### src/rtl/apb_pkg.sv
// Shared types and constants for the parametrised APB4 master.
package apb_pkg;

    typedef enum logic [1:0] {
        APB_IDLE,
        APB_SETUP,
        APB_ACCESS
    } apb_state_e;

    localparam logic APB_RD = 1'b0;
    localparam logic APB_WR = 1'b1;

    // Width of the slave-select field at the top of the address.
    function automatic int sel_width(input int num_slv);
        return (num_slv > 1) ? $clog2(num_slv) : 0;
    endfunction

    // Width of a slave index signal; never zero so it can always be declared.
    function automatic int idx_width(input int num_slv);
        return (num_slv > 1) ? $clog2(num_slv) : 1;
    endfunction

endpackage

### src/rtl/apb_param_master_if.sv
// Command/response port plus APB fabric signals of apb_param_master, bundled as one interface.
interface apb_param_master_if #(
    parameter int ADDR_W  = 32,
    parameter int DATA_W  = 32,
    parameter int NUM_SLV = 4
);
    logic                      cmd_valid_i;
    logic                      cmd_ready_o;
    logic                      cmd_write_i;
    logic [ADDR_W-1:0]         cmd_addr_i;
    logic [DATA_W-1:0]         cmd_wdata_i;
    logic [DATA_W/8-1:0]       cmd_strb_i;
    logic                      rsp_valid_o;
    logic [DATA_W-1:0]         rsp_rdata_o;
    logic                      rsp_err_o;
    logic                      rsp_timeout_o;
    logic [ADDR_W-1:0]         paddr_o;
    logic [NUM_SLV-1:0]        psel_o;
    logic                      penable_o;
    logic                      pwrite_o;
    logic [DATA_W-1:0]         pwdata_o;
    logic [DATA_W/8-1:0]       pstrb_o;
    logic [NUM_SLV*DATA_W-1:0] prdata_i;
    logic [NUM_SLV-1:0]        pready_i;
    logic [NUM_SLV-1:0]        pslverr_i;

    modport master (
        input  cmd_valid_i, cmd_write_i, cmd_addr_i, cmd_wdata_i, cmd_strb_i,
               prdata_i, pready_i, pslverr_i,
        output cmd_ready_o, rsp_valid_o, rsp_rdata_o, rsp_err_o, rsp_timeout_o,
               paddr_o, psel_o, penable_o, pwrite_o, pwdata_o, pstrb_o
    );

    modport slave (
        output cmd_valid_i, cmd_write_i, cmd_addr_i, cmd_wdata_i, cmd_strb_i,
               prdata_i, pready_i, pslverr_i,
        input  cmd_ready_o, rsp_valid_o, rsp_rdata_o, rsp_err_o, rsp_timeout_o,
               paddr_o, psel_o, penable_o, pwrite_o, pwdata_o, pstrb_o
    );
endinterface

### src/rtl/apb_addr_decode.sv
// Combinational slave decode: top address bits -> one-hot select, index and decode error.
module apb_addr_decode
    import apb_pkg::*;
#(
    parameter  int ADDR_W  = 32,
    parameter  int NUM_SLV = 4,
    localparam int SEL_W   = sel_width(NUM_SLV),
    localparam int IDX_W   = idx_width(NUM_SLV)
) (
    input  logic [ADDR_W-1:0]  i_addr,
    output logic [NUM_SLV-1:0] o_sel,
    output logic [IDX_W-1:0]   o_idx,
    output logic               o_dec_err
);
    logic [IDX_W-1:0] w_field;

    if (SEL_W == 0) begin : g_single
        assign w_field = '0;
        logic w_unused_addr;
        assign w_unused_addr = ^i_addr;
    end else begin : g_multi
        assign w_field = i_addr[ADDR_W-1 -: SEL_W];
        if (ADDR_W > SEL_W) begin : g_low
            logic w_unused_low;
            assign w_unused_low = ^i_addr[ADDR_W-SEL_W-1:0];
        end
    end

    always_comb begin
        o_sel     = '0;
        o_idx     = w_field;
        o_dec_err = ({1'b0, w_field} >= (IDX_W + 1)'(NUM_SLV));
        if (!o_dec_err) begin
            o_sel[w_field] = 1'b1;
        end
    end

endmodule

### src/rtl/apb_param_master.sv
// APB4 master for NUM_SLV slaves: valid/ready command in, one response pulse out per command.
module apb_param_master
    import apb_pkg::*;
#(
    parameter int ADDR_W      = 32,
    parameter int DATA_W      = 32,
    parameter int NUM_SLV     = 4,
    parameter int TIMEOUT_CYC = 16
) (
    input  logic               pclk,
    input  logic               preset_n,
    apb_param_master_if.master bus
);
    localparam int STRB_W = DATA_W / 8;
    localparam int IDX_W  = idx_width(NUM_SLV);
    localparam int CNT_W  = (TIMEOUT_CYC > 0) ? $clog2(TIMEOUT_CYC + 1) : 1;

    apb_state_e          r_state, w_state_nxt;
    logic [ADDR_W-1:0]   r_addr;
    logic [DATA_W-1:0]   r_wdata;
    logic [STRB_W-1:0]   r_strb;
    logic                r_write;
    logic [NUM_SLV-1:0]  r_sel;
    logic [IDX_W-1:0]    r_idx;
    logic [CNT_W-1:0]    r_cnt;
    logic                r_rsp_valid;
    logic [DATA_W-1:0]   r_rsp_rdata;
    logic                r_rsp_err;
    logic                r_rsp_timeout;

    logic [NUM_SLV-1:0]  w_dec_sel;
    logic [IDX_W-1:0]    w_dec_idx;
    logic                w_dec_err;
    logic                w_pready;
    logic                w_pslverr;
    logic [DATA_W-1:0]   w_prdata;
    logic                w_accept;
    logic                w_done;
    logic                w_abort;
    logic [CNT_W-1:0]    w_cnt_nxt;

    apb_addr_decode #(.ADDR_W(ADDR_W), .NUM_SLV(NUM_SLV)) u_decode (
        .i_addr    (bus.cmd_addr_i),
        .o_sel     (w_dec_sel),
        .o_idx     (w_dec_idx),
        .o_dec_err (w_dec_err)
    );

    // Only the selected slave's return signals are seen by the FSM.
    always_comb begin
        w_pready  = 1'b0;
        w_pslverr = 1'b0;
        w_prdata  = '0;
        for (int k = 0; k < NUM_SLV; k++) begin
            if (r_idx == IDX_W'(k)) begin
                w_pready  = bus.pready_i[k];
                w_pslverr = bus.pslverr_i[k];
                w_prdata  = bus.prdata_i[k*DATA_W +: DATA_W];
            end
        end
    end

    assign w_cnt_nxt = r_cnt + CNT_W'(1);

    // NOTE: every signal gets a default before the case so no path leaves one unassigned (no latch).
    always_comb begin
        w_state_nxt = r_state;
        w_accept    = 1'b0;
        w_done      = 1'b0;
        w_abort     = 1'b0;
        case (r_state)
            APB_IDLE: begin
                if (bus.cmd_valid_i) begin
                    w_accept = 1'b1;
                    if (!w_dec_err) w_state_nxt = APB_SETUP;
                end
            end
            APB_SETUP:  w_state_nxt = APB_ACCESS;
            APB_ACCESS: begin
                // A late PREADY beats the timeout on the same edge.
                if (w_pready) begin
                    w_done      = 1'b1;
                    w_state_nxt = APB_IDLE;
                end else if ((TIMEOUT_CYC != 0) && (w_cnt_nxt == CNT_W'(TIMEOUT_CYC))) begin
                    w_abort     = 1'b1;
                    w_state_nxt = APB_IDLE;
                end
            end
            default:    w_state_nxt = APB_IDLE;
        endcase
    end

    // NOTE: sequential state uses non-blocking assignments so all registers update from pre-edge values.
    always_ff @(posedge pclk or negedge preset_n) begin
        if (!preset_n) r_state <= APB_IDLE;
        else           r_state <= w_state_nxt;
    end

    always_ff @(posedge pclk or negedge preset_n) begin
        if (!preset_n) begin
            r_addr        <= '0;
            r_wdata       <= '0;
            r_strb        <= '0;
            r_write       <= APB_RD;
            r_sel         <= '0;
            r_idx         <= '0;
            r_cnt         <= '0;
            r_rsp_valid   <= 1'b0;
            r_rsp_rdata   <= '0;
            r_rsp_err     <= 1'b0;
            r_rsp_timeout <= 1'b0;
        end else begin
            r_rsp_valid   <= 1'b0;
            r_rsp_rdata   <= '0;
            r_rsp_err     <= 1'b0;
            r_rsp_timeout <= 1'b0;

            if (w_accept && w_dec_err) begin
                r_rsp_valid <= 1'b1;
                r_rsp_err   <= 1'b1;
            end else if (w_accept) begin
                r_addr  <= bus.cmd_addr_i;
                r_write <= bus.cmd_write_i;
                r_wdata <= (bus.cmd_write_i == APB_WR) ? bus.cmd_wdata_i : '0;
                r_strb  <= (bus.cmd_write_i == APB_WR) ? bus.cmd_strb_i  : '0;
                r_sel   <= w_dec_sel;
                r_idx   <= w_dec_idx;
            end

            if (w_done) begin
                r_rsp_valid <= 1'b1;
                r_rsp_rdata <= (r_write == APB_WR) ? '0 : w_prdata;
                r_rsp_err   <= w_pslverr;
            end

            if (w_abort) begin
                r_rsp_valid   <= 1'b1;
                r_rsp_err     <= 1'b1;
                r_rsp_timeout <= 1'b1;
            end

            if (r_state == APB_SETUP)                     r_cnt <= '0;
            else if (r_state == APB_ACCESS && !w_pready)  r_cnt <= w_cnt_nxt;
        end
    end

    assign bus.cmd_ready_o   = (r_state == APB_IDLE);
    assign bus.psel_o        = (r_state != APB_IDLE) ? r_sel : '0;
    assign bus.penable_o     = (r_state == APB_ACCESS);
    assign bus.paddr_o       = r_addr;
    assign bus.pwrite_o      = r_write;
    assign bus.pwdata_o      = r_wdata;
    assign bus.pstrb_o       = r_strb;
    assign bus.rsp_valid_o   = r_rsp_valid;
    assign bus.rsp_rdata_o   = r_rsp_rdata;
    assign bus.rsp_err_o     = r_rsp_err;
    assign bus.rsp_timeout_o = r_rsp_timeout;

endmodule
### src/flat_wrapper.sv
// flat-port wrapper written by rule: the top's interface ports become plain ports
module apb_param_master_flat import apb_pkg::*;
#(
    parameter int ADDR_W      = 32,
    parameter int DATA_W      = 32,
    parameter int NUM_SLV     = 4,
    parameter int TIMEOUT_CYC = 16
)
  (pclk, preset_n, bus_cmd_valid_i, bus_cmd_write_i, bus_cmd_addr_i, bus_cmd_wdata_i, bus_cmd_strb_i, bus_prdata_i, bus_pready_i, bus_pslverr_i, bus_cmd_ready_o, bus_rsp_valid_o, bus_rsp_rdata_o, bus_rsp_err_o, bus_rsp_timeout_o, bus_paddr_o, bus_psel_o, bus_penable_o, bus_pwrite_o, bus_pwdata_o, bus_pstrb_o);
  apb_param_master_if #(.ADDR_W(ADDR_W), .DATA_W(DATA_W), .NUM_SLV(NUM_SLV)) bus_i ();
  input  logic pclk;
  input  logic preset_n;
  input wire logic [$bits(bus_i.cmd_valid_i)-1:0] bus_cmd_valid_i;
  input wire logic [$bits(bus_i.cmd_write_i)-1:0] bus_cmd_write_i;
  input wire logic [$bits(bus_i.cmd_addr_i)-1:0] bus_cmd_addr_i;
  input wire logic [$bits(bus_i.cmd_wdata_i)-1:0] bus_cmd_wdata_i;
  input wire logic [$bits(bus_i.cmd_strb_i)-1:0] bus_cmd_strb_i;
  input wire logic [$bits(bus_i.prdata_i)-1:0] bus_prdata_i;
  input wire logic [$bits(bus_i.pready_i)-1:0] bus_pready_i;
  input wire logic [$bits(bus_i.pslverr_i)-1:0] bus_pslverr_i;
  output wire logic [$bits(bus_i.cmd_ready_o)-1:0] bus_cmd_ready_o;
  output wire logic [$bits(bus_i.rsp_valid_o)-1:0] bus_rsp_valid_o;
  output wire logic [$bits(bus_i.rsp_rdata_o)-1:0] bus_rsp_rdata_o;
  output wire logic [$bits(bus_i.rsp_err_o)-1:0] bus_rsp_err_o;
  output wire logic [$bits(bus_i.rsp_timeout_o)-1:0] bus_rsp_timeout_o;
  output wire logic [$bits(bus_i.paddr_o)-1:0] bus_paddr_o;
  output wire logic [$bits(bus_i.psel_o)-1:0] bus_psel_o;
  output wire logic [$bits(bus_i.penable_o)-1:0] bus_penable_o;
  output wire logic [$bits(bus_i.pwrite_o)-1:0] bus_pwrite_o;
  output wire logic [$bits(bus_i.pwdata_o)-1:0] bus_pwdata_o;
  output wire logic [$bits(bus_i.pstrb_o)-1:0] bus_pstrb_o;
  assign bus_i.cmd_valid_i = bus_cmd_valid_i;
  assign bus_i.cmd_write_i = bus_cmd_write_i;
  assign bus_i.cmd_addr_i = bus_cmd_addr_i;
  assign bus_i.cmd_wdata_i = bus_cmd_wdata_i;
  assign bus_i.cmd_strb_i = bus_cmd_strb_i;
  assign bus_i.prdata_i = bus_prdata_i;
  assign bus_i.pready_i = bus_pready_i;
  assign bus_i.pslverr_i = bus_pslverr_i;
  assign bus_cmd_ready_o = bus_i.cmd_ready_o;
  assign bus_rsp_valid_o = bus_i.rsp_valid_o;
  assign bus_rsp_rdata_o = bus_i.rsp_rdata_o;
  assign bus_rsp_err_o = bus_i.rsp_err_o;
  assign bus_rsp_timeout_o = bus_i.rsp_timeout_o;
  assign bus_paddr_o = bus_i.paddr_o;
  assign bus_psel_o = bus_i.psel_o;
  assign bus_penable_o = bus_i.penable_o;
  assign bus_pwrite_o = bus_i.pwrite_o;
  assign bus_pwdata_o = bus_i.pwdata_o;
  assign bus_pstrb_o = bus_i.pstrb_o;
  apb_param_master #(.ADDR_W(ADDR_W), .DATA_W(DATA_W), .NUM_SLV(NUM_SLV), .TIMEOUT_CYC(TIMEOUT_CYC)) u_core (.pclk(pclk), .preset_n(preset_n), .bus(bus_i));
endmodule
### config.mk
export PLATFORM = sky130hd
export DESIGN_NAME = apb_param_master_flat
export DESIGN_NICKNAME = d
export VERILOG_FILES = /design/src/rtl/apb_pkg.sv /design/src/rtl/apb_param_master_if.sv /design/src/rtl/apb_addr_decode.sv /design/src/rtl/apb_param_master.sv /design/src/flat_wrapper.sv
export SDC_FILE = /design/constraint.sdc
export NUM_CORES = 1
export LEC_CHECK = 0
export CELL_PAD_IN_SITES_DETAIL_PLACEMENT = 1
export CELL_PAD_IN_SITES_GLOBAL_PLACEMENT = 1
export CORE_AREA = 2 2 96 191
export CTS_BUF_LIST = sky130_fd_sc_hd__clkbuf_4 sky130_fd_sc_hd__clkbuf_8
export DETAILED_ROUTE_END_ITERATION = 12
export DIE_AREA = 0 0 98 193
export PLACE_DENSITY = 0.95
export SYNTH_ARGS = -nofsm -noshare
export SYNTH_HDL_FRONTEND = slang
export SYNTH_SLANG_ARGS = --single-unit
### constraint.sdc
create_clock -name pclk -period 2.4 [get_ports pclk]
set_input_delay 0.24 -clock pclk [delete_from_list [all_inputs] [get_ports pclk]]
set_output_delay 0.24 -clock pclk [all_outputs]
set_load 0.02 [all_outputs]
# ---- Word-level counts from Yosys, hierarchy flattened
# Index checks and enable logic that the tools add are counted.
dict set report word_totals {
  register_bits 117
  input_bits 208
  out_inout_bits 110
  word_cells 68
}
dict set report op_classes {
  n_addsub 1
  order_cmp 2
  eq_ne 8
  mux 37
  reduce_logical 8
}
# op n
set ops {}
lappend ops {{32-bit two-way mux} 7}
lappend ops {{1-bit two-way mux} 21}
lappend ops {{5-bit two-way mux} 2}
lappend ops {{4-bit two-way mux} 2}
lappend ops {{2-bit equality test (second input constant)} 3}
lappend ops {{2-bit two-way mux} 3}
lappend ops {{2-bit one-hot mux with 3 select lines} 1}
lappend ops {{5-bit by 1-bit adder with 5-bit output (second input constant)} 1}
lappend ops {{5-bit equality test (second input constant)} 1}
lappend ops {{2-bit by 1-bit equality test with 1-bit output (second input constant)} 2}
lappend ops {{2-bit logical NOT} 2}
lappend ops {{2-bit nonzero test} 2}
lappend ops {{2-bit by 3-bit < comparator with 1-bit output (second input constant)} 1}
lappend ops {{3-bit by 1-bit != test with 1-bit output (second input constant)} 1}
lappend ops {{1-bit demux with 2-bit select} 1}
lappend ops {{2-bit by 1-bit >= comparator with 1-bit output (second input constant)} 1}
lappend ops {{1-bit logical AND} 2}
lappend ops {{2-bit != test (second input constant)} 1}
lappend ops {{2-bit AND reduction} 1}
lappend ops {{1-bit logical NOT} 1}

# ---- Logic depth before layout (Yosys ltp)
dict set report depth {
  word_depth 9
  ltp_mapped 6
  depth_no_buf 5
}

# ---- Hierarchy
# A second synthesis with hierarchy kept.
dict set report hier_totals {
  hier_cells 421
  area_unflattened_um2 5286.3
}
# module instances cells_each area_per_inst_um2 seq_area_each_um2
set modules_own_cells {}
lappend modules_own_cells {apb_param_master 1 413 5233.8 2927.8}
lappend modules_own_cells {apb_addr_decode 1 8 52.6 0.0}

# ---- Least setup slack after synthesis
# Ideal clock, no wire load.
dict set report synth_path {
  path_type {register -> register}
  from {register u_core.r_idx[0]}
  to {register u_core.r_cnt[3]}
  setup_ns 0.133
  arrival_ns 1.669
  required_ns 2.267
  path_slack_ns 0.598
  stages_incl_launch_ff 6
  n_path_buf 2
  period_less_slack_ns 1.802
  cell_sequence {dfrtp_1 buf_6 mux4_2 buf_6 o311ai_0 nand2_1}
}
dict set report synth_between {
  elab_chain_cells 8
  elab_cells_between_ends 11
  classes_between {3 x eq/ne; 4 x mux; 4 x reduce/logical}
}
# item line_no
set synth_rtl {}
lappend synth_rtl {{from (decl)} apb_param_master.sv:24} ;# logic [IDX_W-1:0] r_idx;
lappend synth_rtl {{from (signal assigned)} apb_param_master.sv:127} ;# r_idx <= w_dec_idx;
lappend synth_rtl {{2-bit logical NOT} apb_param_master.sv:55} ;# if (r_idx == IDX_W'(k)) begin
lappend synth_rtl {{1-bit two-way mux (3 in a row)} apb_param_master.sv:55}
lappend synth_rtl {{1-bit two-way mux *} apb_param_master.sv:55}
lappend synth_rtl {{1-bit logical NOT *} apb_param_master.sv:143} ;# else if (r_state == APB_ACCESS && !w_pready) r_cnt <= w_cnt_nxt;
lappend synth_rtl {{1-bit logical AND *} apb_param_master.sv:143}
lappend synth_rtl {{2-bit nonzero test (no line) *} -}
lappend synth_rtl {{to (signal assigned)} apb_param_master.sv:143}
lappend synth_rtl {{to (decl)} apb_param_master.sv:25} ;# logic [CNT_W-1:0] r_cnt;
# Every way passes the cells marked *; elsewhere a longest branch is shown, timed or not.
# A chain may end at the register's enable or synchronous reset.

# ---- Final worst setup path
dict set report layout_path {
  from {register u_core.r_state[0]}
  to {output port bus_psel_o[1]}
}
dict set report layout_between {
  elab_chain_cells 2
}
# item line_no
set layout_rtl {}
lappend layout_rtl {{from (decl)} apb_param_master.sv:18} ;# apb_state_e r_state, w_state_nxt;
lappend layout_rtl {{from (signal assigned)} apb_param_master.sv:96} ;# else r_state <= w_state_nxt;
lappend layout_rtl {{2-bit nonzero test} apb_param_master.sv:148} ;# assign bus.psel_o = (r_state != APB_IDLE) ? r_sel : '0;
lappend layout_rtl {{4-bit two-way mux} apb_param_master.sv:148}
lappend layout_rtl {{to (decl)} flat_wrapper.sv:27} ;# output wire logic [$bits(bus_i.psel_o)-1:0] bus_psel_o;
# Every way passes these cells.

==> metrics.txt <==
Max FO, Critical Path=12; Arrival @ worst endpoint=1.95 ns; Setup TNS=0 ns; number of synthesized register bits=115; Mapped Cells=413; Avg Cell Area, Syn=12.5 um^2; clock skew=0.00971 ns; post-synth top area share=0.557; WS Path Type=reg2out; Hold Fails Final Rpt=0; H-tree depth=4; share of cells above drive strength 1=0.157; RSZ-0062 raised after global routing=no; final setup vio count=0; Placeable Area=0.0175 mm^2; post-CTS setup buffer count=0; pin count of the biggest net entering global routing=82; Die X-Extent=98 um; Crit. End Element=primary output; vias in the first global route=5,357; CTS Buffer Depth=2; Synth warnings=0; die height=193 um; first-pass GRT wire length=31,800 um; Tmin final=2.19 ns; Fillers=1,825; type of origin of the critical path=flop; Seq/Total Area, Yosys=0.557; leakage power total=3.81 nW; CTS sink count=115; total clock buffers created by CTS=17; synthesized area=0.00516 mm^2; Routed Antenna Nets=0; outcome=finished, final reports clean; Max Fclk=456 MHz; power density over cell area=1070 mW/mm^2; Final Net Count=934; unique cell type count in the Yosys netlist=33; post-detail-place hpwl=17,400 um; Pwr Total=9.63 mW; DR vias/cell=5.00; initial cell density of the core=0.295; WL final=21,200 um; Register-to-Register Path Depth=5; data required time at the worst endpoint=2.16 ns; Tcrit/Tclk final=0.914; CTS tree=yes; total track usage=0.227; syn nets=622; final slew viol count=0; WL/cell=22.3 um; Tightest Hold Check Type=in2async; clock latency on the worst-skew pair=0.43 ns; vias post-DR=4,760; Ports=318; GPL Wtd Cong=0.929; Rows=69; max_cap viols=0; initial antenna violation count=4; drc violations=0; number of port buffers=317; worst slew pin tran=0.674 ns; Slew HR=0.550; clock-pin slew on the worst setup and hold paths=0.07 ns; die area=0.0189 mm^2; GRT overflow=0; ranking of synthesized cells by area=dfrtp_1 56%, mux4_2 15%, mux2_2 7.2%, nand2_1 5.8%, o21ai_0 4.2%; Pre-antenna DRT Iters=4; peak supply drop=519 uV; first-iteration detailed-routing DRC count=152; area delta synth->final=74.2%; Root Buffer=clkbuf_8; cell taking the most area after synthesis=dfrtp_1
layout by cell type, fill, tap and decap left out, types with 2 or more instances in the layout:
cell type	instances
buf_4	6
clkdlybuf4s50_1	315
a311o_1	2
bufinv_16	3
nor2_2	2
nand2b_1	2
mux2_2	33
clkbuf_8	19
nand2_1	80
clkinvlp_4	6
a21oi_1	4
nor2b_1	5
mux4_2	34
o21ai_0	43
dfrtp_2	3
and3_1	33
buf_12	3
inv_1	4
dfrtp_1	112
nand3_1	6
clkinv_2	2
synth_stat cells:
master    number
nor4_2         1
nand2_2        1
mux2i_1        1
inv_1          4
nor2b_1        5
o21ai_1        1
ha_1           1
o311ai_0       1
nor2_2         1
and2_1         1
mux2_2        33
a32o_1         1
mux4_2        34
o311ai_1       1
o31ai_1        1
a311o_1        2
nand3_1        6
clkbuf_1      23
clkinv_1       1
o21ai_0       43
nor4_1         1
nand2b_4       1
nor4b_1        1
nand2b_1       2
a21oi_1        4
nand2_1       80
buf_2          8
nor2_1         2
dfrtp_1      115
xor2_1         1
nand4_1        1
buf_6          2
and3_1        33
metrics by stage:
step	setup slack (ns)	util	hold WS [ns]	cells	instance area, um^2
finish	0.206	0.513	0.349	952	8990
global route	0.121	0.513	0.365	951	8990
CTS	0.0220	0.513	0.336	951	8990
detailed placement	0.421	0.488	0.281	918	8550
global placement	0.489	0.488	0.273	918	8550
floorplan	0.598	-	-0.0556	413	5160
layout make-up:
cell class,instances,area (um^2),share of cell area
Clock buffer,20,269,0.0299
Tap cell,213,267,0.0296
Sequential cell,115,2880,0.320
Multi-Input combinational cell,260,2120,0.236
Clock inverter,12,154,0.0171
Antenna cell,1,2.50,0.000278
Timing Repair Buffer,326,3280,0.365
Inverter,5,18.8,0.00209
power breakdown:
group	internal (mW)	switching [mW]	total, mW
Combinational	2.40	2.25	4.65
Clock	1.09	0.844	1.94
Sequential	2.59	0.451	3.04
sequential cells by signal, summed over array words and instances, names as in the netlist:
signal,flops
u_core.bus.rsp_valid_o,1
u_core.bus.pstrb_o,4
u_core.r_idx,2
u_core.bus.pwrite_o,1
u_core.bus.rsp_err_o,1
u_core.r_state,2
u_core.bus.paddr_o,30
u_core.r_sel,4
u_core.bus.rsp_rdata_o,32
u_core.bus.rsp_timeout_o,1
u_core.r_cnt,5
u_core.bus.pwdata_o,32
critical path, cell delays in order, from the launching register on:
cell             delay, ns
dfrtp_2               0.49
nor2_2                0.12
nor2b_1               0.25
clkdlybuf4s50_1       0.66
final timing paths:
kind,startpoint,to,slack (ns)
max,u_core.r_state[0],bus_psel_o[1],0.21
min,preset_n,u_core.bus.pwdata_o[26],0.35
max reg2reg,u_core.r_state[0],u_core.bus.paddr_o[22],0.53
min reg2reg,u_core.bus.pwdata_o[19],u_core.bus.pwdata_o[19],0.48
max in group asynchronous,preset_n,u_core.bus.rsp_rdata_o[9],1.25
min in group pclk,bus_cmd_wdata_i[18],u_core.bus.pwdata_o[18],0.36
timing repair:
item                       CTS  global route
hold buffers                 1             0
hold endpoints to repair    44             0
resized for setup            0             3
setup endpoints to repair    0             2
routing by layer:
layer	track usage	vias to the layer above	part of all wire
li1	-	2090	-
met1	0.258	2321	0.38
met2	0.395	316	0.50
met3	0.0815	31	0.099
met4	0.0732	2	0.021
met5	0	-	0.00057
cells by family after synthesis:
| kind of cell | Yosys count | synth area share |
|---|---|---|
| multiplexers | 68 | 0.222 |
| XOR/XNOR | 1 | 0.00170 |
| AND/OR/NAND/NOR | 136 | 0.127 |
| adder cells (fa/ha/maj) | 1 | 0.00242 |
| AO/OA/AOI/OAI | 54 | 0.0572 |
| buffers and inverters | 38 | 0.0325 |
| flip-flops | 115 | 0.557 |
Power figures use the tool's default switching activity.
